`src/rtl/shift_sequencer_if.sv`:
```
// Request/grant/result bundle for shift_sequencer.
// master: the requester side; slave: the sequencer.
interface shift_sequencer_if;
    logic       req0;
    logic       req1;
    logic [7:0] op0;
    logic [7:0] op1;
    logic [3:0] amt0;
    logic [3:0] amt1;
    logic       gnt0;
    logic       gnt1;
    logic       busy;
    logic       done;
    logic       done_id;
    logic [7:0] result;

    modport master (
        output req0, req1, op0, op1, amt0, amt1,
        input  gnt0, gnt1, busy, done, done_id, result
    );

    modport slave (
        input  req0, req1, op0, op1, amt0, amt1,
        output gnt0, gnt1, busy, done, done_id, result
    );
endinterface

```
`src/rtl/shift_sequencer.sv`:
```
// shift_sequencer: two-requester round-robin front end feeding a multi-pass
// left shifter. Each pass moves the data by at most STEP_MAX bits, so a job
// of amount amt takes max(1, ceil(amt/STEP_MAX)) SHIFT cycles plus one DONE.
// Build option: define SHIFT_SEQ_ROTATE_EN to rotate instead of zero-filling.
module shift_sequencer #(
    parameter int STEP_MAX = 7
) (
    input  logic             clk,
    input  logic             rst,
    shift_sequencer_if.slave bus
);

    localparam logic [2:0] STEP_LIM = 3'(STEP_MAX);

    typedef enum logic [1:0] {
        IDLE  = 2'd0,
        SHIFT = 2'd1,
        DONE  = 2'd2
    } state_t;

    state_t     state;

    // Registered control outputs
    logic       gnt0_r;
    logic       gnt1_r;
    logic       busy_r;
    logic       done_r;
    logic       done_id_r;
    logic [7:0] result_r;
    // Requester granted most recently; 1 after reset so requester 0 wins a tie
    logic       last_r;

    // Job registers (captured at grant, not reset)
    logic [7:0] data_q;
    logic [3:0] rem_q;
    logic       id_q;

    // Arbitration result for the current cycle
    logic       win_vld;
    logic       win_id;
    logic [7:0] win_op;
    logic [3:0] win_amt;

    // One pass of the shifter
    logic [2:0] step;
    logic [7:0] data_nx;
    logic [3:0] rem_nx;

    // Bits moved in one pass: the remaining amount, capped at STEP_MAX
    function automatic logic [2:0] step_of(input logic [3:0] rem);
        if (rem > {1'b0, STEP_LIM}) begin
            return STEP_LIM;
        end
        return rem[2:0];
    endfunction

    // Single left pass by s bits (rotate or zero-fill depending on build)
    function automatic logic [7:0] shift_pass(input logic [7:0] d, input logic [2:0] s);
        logic [15:0] w;
`ifdef SHIFT_SEQ_ROTATE_EN
        w = {d, d} << s;
        return w[15:8];
`else
        w = {8'h00, d} << s;
        return w[7:0];
`endif
    endfunction

    // Round-robin pick: sole requester wins, on a tie the one not granted last
    always_comb begin
        win_vld = bus.req0 | bus.req1;
        win_id  = (bus.req0 && bus.req1) ? ~last_r : bus.req1;
        win_op  = win_id ? bus.op1 : bus.op0;
        win_amt = win_id ? bus.amt1 : bus.amt0;
    end

    // Next data/remaining value after applying one pass
    always_comb begin
        step    = step_of(rem_q);
        data_nx = shift_pass(data_q, step);
        rem_nx  = rem_q - {1'b0, step};
    end

    // Control FSM with registered outputs; reset drops any job in flight
    always_ff @(posedge clk or posedge rst) begin
        if (rst) begin
            state     <= IDLE;
            gnt0_r    <= 1'b0;
            gnt1_r    <= 1'b0;
            busy_r    <= 1'b0;
            done_r    <= 1'b0;
            done_id_r <= 1'b0;
            result_r  <= 8'h00;
            last_r    <= 1'b1;
        end else begin
            gnt0_r <= 1'b0;
            gnt1_r <= 1'b0;
            done_r <= 1'b0;
            case (state)
                IDLE: begin
                    if (win_vld) begin
                        gnt0_r <= ~win_id;
                        gnt1_r <= win_id;
                        last_r <= win_id;
                        busy_r <= 1'b1;
                        state  <= SHIFT;
                    end
                end
                SHIFT: begin
                    if (rem_nx == 4'd0) begin
                        done_r    <= 1'b1;
                        done_id_r <= id_q;
                        result_r  <= data_nx;
                        state     <= DONE;
                    end
                end
                DONE: begin
                    busy_r <= 1'b0;
                    state  <= IDLE;
                end
                default: begin
                    busy_r <= 1'b0;
                    state  <= IDLE;
                end
            endcase
        end
    end

    // Job datapath: capture the winner's operands, then one pass per SHIFT cycle
    always_ff @(posedge clk) begin
        if (state == IDLE && win_vld) begin
            data_q <= win_op;
            rem_q  <= win_amt;
            id_q   <= win_id;
        end else if (state == SHIFT) begin
            data_q <= data_nx;
            rem_q  <= rem_nx;
        end
    end

    assign bus.gnt0    = gnt0_r;
    assign bus.gnt1    = gnt1_r;
    assign bus.busy    = busy_r;
    assign bus.done    = done_r;
    assign bus.done_id = done_id_r;
    assign bus.result  = result_r;

endmodule
```
`src/flat_wrapper.sv`:
```
// flat-port wrapper written by rule: the top's interface ports become plain ports
module shift_sequencer_flat 
#(
    parameter int STEP_MAX = 7
)
  (clk, rst, bus_req0, bus_req1, bus_op0, bus_op1, bus_amt0, bus_amt1, bus_gnt0, bus_gnt1, bus_busy, bus_done, bus_done_id, bus_result);
  shift_sequencer_if bus_i ();
  input  logic clk;
  input  logic rst;
  input wire logic [$bits(bus_i.req0)-1:0] bus_req0;
  input wire logic [$bits(bus_i.req1)-1:0] bus_req1;
  input wire logic [$bits(bus_i.op0)-1:0] bus_op0;
  input wire logic [$bits(bus_i.op1)-1:0] bus_op1;
  input wire logic [$bits(bus_i.amt0)-1:0] bus_amt0;
  input wire logic [$bits(bus_i.amt1)-1:0] bus_amt1;
  output wire logic [$bits(bus_i.gnt0)-1:0] bus_gnt0;
  output wire logic [$bits(bus_i.gnt1)-1:0] bus_gnt1;
  output wire logic [$bits(bus_i.busy)-1:0] bus_busy;
  output wire logic [$bits(bus_i.done)-1:0] bus_done;
  output wire logic [$bits(bus_i.done_id)-1:0] bus_done_id;
  output wire logic [$bits(bus_i.result)-1:0] bus_result;
  assign bus_i.req0 = bus_req0;
  assign bus_i.req1 = bus_req1;
  assign bus_i.op0 = bus_op0;
  assign bus_i.op1 = bus_op1;
  assign bus_i.amt0 = bus_amt0;
  assign bus_i.amt1 = bus_amt1;
  assign bus_gnt0 = bus_i.gnt0;
  assign bus_gnt1 = bus_i.gnt1;
  assign bus_busy = bus_i.busy;
  assign bus_done = bus_i.done;
  assign bus_done_id = bus_i.done_id;
  assign bus_result = bus_i.result;
  shift_sequencer #(.STEP_MAX(STEP_MAX)) u_core (.clk(clk), .rst(rst), .bus(bus_i));
endmodule
```
`config.mk`:
```
export PLATFORM = sky130hd
export DESIGN_NAME = shift_sequencer_flat
export DESIGN_NICKNAME = d
export VERILOG_FILES = /design/src/rtl/shift_sequencer_if.sv /design/src/rtl/shift_sequencer.sv /design/src/flat_wrapper.sv
export SDC_FILE = /design/constraint.sdc
export NUM_CORES = 1
export LEC_CHECK = 0
export CAP_MARGIN = 5
export CORE_MARGIN = 2
export CORE_UTILIZATION = 48
export DETAILED_ROUTE_END_ITERATION = 7
export GPL_ROUTABILITY_DRIVEN = 0
export PLACE_DENSITY = 0.79
export SLEW_MARGIN = 20
export SYNTH_ARGS = -nofsm -noshare
export SYNTH_HDL_FRONTEND = slang
export SYNTH_SLANG_ARGS = --single-unit
```
`constraint.sdc`:
```
create_clock -name clk -period 3.25 [get_ports clk]
set_input_delay 0.8125 -clock clk [delete_from_list [all_inputs] [get_ports clk]]
set_output_delay 0.8125 -clock clk [all_outputs]
set_load 0.03 [all_outputs]
```
==> summary.log <==
[clock_tree] number of resized instances in the post-cts repair step 0
[setup_path] logic depth of the worst register-to-register path 4
[yosys] part of the Yosys area used for sequential elements 49.2%
[timing] endpoints failing setup 0
[clock_tree] CTS Root Cell clkbuf_4
[layout] sequential cell area 792 µm²
[routing] detailed-route DRC error count 0
[global_route] pin count of the biggest net entering global routing 29
[global_route] global route overflow 0
[setup_path] data required time at the worst endpoint 2.44 ns
[clock_tree] Clk pin slew, worst setup/hold paths 0.10 ns
[routing] wire length reported by the detailed router 3390 µm
[die] ports placed on the boundary 41
[global_route] vias in the first global route 1,290
[timing] worst slew margin relative to its limit 54.1%
[yosys] fraction of the mapped netlist area in compound gates 22.5%
[yosys] mean area per synthesized cell 10.2 µm²
[timing] Setup TNS 0 ns
[yosys] proportion of synthesized flip-flops having asynchronous set or reset 55.2%
[die] Rows 21
[clock_tree] Hold-fix buffers, CTS 0
[clock_tree] H-tree lvl count 2
[yosys] total nets after synthesis 187
[yosys] number of enable flip-flop cells after synthesis 13
[yosys] main combinational cell family by area after synthesis compound AO/OA/AOI/OAI gates
[layout] multi-input combinational cell area 719 µm²
[setup_path] family with the most delay on the worst path buffers and inverters
[setup_path] Worst Path Buf+Inv 1
[setup_path] Critical Path End Type output port
[routing] vias after detailed routing 1,319
[pwr] Leak Pwr 0.814 nW
[yosys] main flop type after synthesis dfrtp_1
[place] count of buffers from port buffering 40
[place] final HPWL from detailed placement 2600 µm
[routing] number of DRC markers after the initial detailed-route iteration 98
[timing] achievable clock frequency 458 MHz
[clock_tree] TritonCTS Buffers 5
[global_route] initial antenna violation count 0
[yosys] cells after synthesis 158
[timing] number of pins with negative max-slew slack in the final report 0
[global_route] grt met3 use 6.00%
[yosys] Adder-Cell Fraction of Synth Area 0.777%
[routing] 1st-pass router iterations 4
[setup_path] startpoint type of the worst setup path flip-flop
[run] Max-cap violations 0
[min_path] worst hold path type reg -> reg
[min_path] Cells on Worst Hold Path 2
[die] width of the die 61.9 µm
[setup_path] maximum fanout along the worst path 2
[timing] period utilisation layout 67.2%
[routing] average via count per standard cell 5.43
[place] cell count after placement 235
[layout] diode insertion count for antenna repair 0
[timing] total count of hold-check failures in the final report 0
[global_route] first-pass GRT wire length 5590 µm
[timing] setup repair after global routing missed its margin no
[global_route] layer with the highest usage met2
[pwr] Max rail drop VDD 0.454 mV
[layout] commonest non-fill, non-tap cell in the layout clkdlybuf4s50_1
[global_route] met2 Track Usage GR 33.2%
[setup_path] cell depth of the worst setup path 1
[timing] slew at the pin with the worst max-slew slack 0.689 ns
[setup_path] CP Class reg -> out
[die] Initial Utilization 49.0%
[layout] fraction of layout instances using a drive strength above 1 9.64%
[die] total die area 3830 µm²
[clock_tree] clk_lat worst skew 0.33 ns
[yosys] area share of xor/xnor cells in the synthesized design 0%
[die] CORE AREA 3280 µm²
[timing] worst setup skew after layout 0.0151 ns
[yosys] simple-gate share of the synthesized area 16.8%
[pwr] total power per unit cell area 969 nW/µm²
[setup_path] worst path cell trace clkdlybuf4s50_1
[layout] number of nets in the layout 225
[global_route] GRT Total Usage 20.5%
[clock_tree] CTS tree built
[layout] Area Growth Syn to Fin 28.3%
[status] status finished, final reports clean
[die] vertical die dimension 61.9 µm
[clock_tree] Post CTS Setup Buffer Count 0
[timing] crit path time final 2.18 ns
[layout] final cell count without fillers 243
[yosys] total of flip-flops plus latches after synthesis 29
[clock_tree] Sink Count 29
[routing] Routed Antenna Nets 0
[setup_path] master of the slowest instance on the critical path clkdlybuf4s50_1
[layout] Filler Cell Count 291
[yosys] portion of netlist area occupied by mux cells 4.43%
[yosys] Synth cell types 40
[yosys] combined area of all synthesized cells 1610 µm²
[yosys] count of warnings emitted by yosys 0
[setup_path] Arr. time, crit path 1.37 ns
[routing] wire length per cell 14.0 µm
[clock_tree] clock buffer depth 2
[setup_path] stage delay of the slowest cell on the critical path 0.67 ns
[layout] highest-count cells in the layout ignoring fill and taps 40 x clkdlybuf4s50_1, 15 x nand2_1, 15 x dfrtp_1, 13 x nor2b_1, 13 x edfxtp_1
[global_route] global-route met1 utilization 25.0%
report_power, final:
part	switching, mW	internal [mW]	leakage [nW]
clock network	0.123	0.0816	0.0326
registers	0.187	0.614	0.335
logic	0.571	0.425	0.446
total	0.880	1.12	0.814
synthesized netlist by cell type (2+ instances only):
library cell,count,area share (%)
a211o_1,3,1.6
nor2b_1,13,5.1
buf_4,4,1.9
buf_6,2,1.4
a21oi_1,10,3.1
edfxtp_1,13,24
or2_2,2,0.78
mux2i_1,6,3.7
buf_2,4,1.2
a211oi_1,10,4.7
dfrtp_1,15,23
a31oi_1,2,0.78
nor2_1,4,0.93
nand2_1,15,3.5
and2b_1,2,0.93
nand3_1,4,1.2
a21boi_2,2,1.4
o21ai_0,12,3.7
o21ai_1,4,1.2
a32oi_1,3,1.6
inv_1,7,1.6
nand2b_1,2,0.78
a21o_1,2,0.93
cell type report:
type,instances,area share [%]
multi-input combinational,111,34.8
sequential,29,38.3
tap,46,2.79
inverter,7,1.27
clock inverter,3,0.848
clock buffer,5,1.82
timing repair buffer,42,20.1
cells by family after synthesis:
group                    Yosys count
flip-flops                        29
AND/OR/NAND/NOR                   50
multiplexers                       7
buffers and inverters             18
adder cells (fa/ha/maj)            1
AO/OA/AOI/OAI                     53
metrics by stage:
stage | util (%) | area [µm²] | hold WS [ns] | worst slack (ns) | total power [mW]
after global placement | 61.2 | 2010 | 0.471 | 0.908 | 1.76
after CTS | 62.9 | 2070 | 0.498 | 1.05 | 2.01
after detailed placement | 61.2 | 2010 | 0.476 | 0.878 | 1.80
final | 62.9 | 2070 | 0.492 | 1.07 | 2.00
after floorplan | - | 1610 | 0.455 | 1.30 | 1.52
after global routing | 62.9 | 2070 | 0.532 | 0.883 | 2.15
final timing paths:
path,from,slack (ns),end
max,u_core.bus.result[0],1.07,bus_result[0]
min,u_core.bus.result[4],0.49,u_core.bus.result[4]
max reg2reg,u_core.rem_q[0],1.07,u_core.bus.done_id
min reg2reg,u_core.bus.result[4],0.49,u_core.bus.result[4]
max in group asynchronous,rst,2.01,u_core.bus.result[5]
min in group asynchronous,rst,0.85,u_core.bus.result[1]
routing by layer:
layer,share of wire (%),vias up
li1,-,651
met1,42,613
met2,51,46
met3,5.9,9
met4,1.5,0
met5,0,-
sequential cells by signal, summed over array words and instances, names as in the netlist:
| signal | count |
|---|---|
| u_core.bus.done | 1 |
| u_core.bus.result | 8 |
| u_core.bus.gnt1 | 1 |
| u_core.bus.busy | 1 |
| u_core.id_q | 1 |
| u_core.data_q | 8 |
| u_core.bus.gnt0 | 1 |
| u_core.last_r | 1 |
| u_core.state | 2 |
| u_core.rem_q | 4 |
| u_core.bus.done_id | 1 |
(Power assumes the default switching activity.)
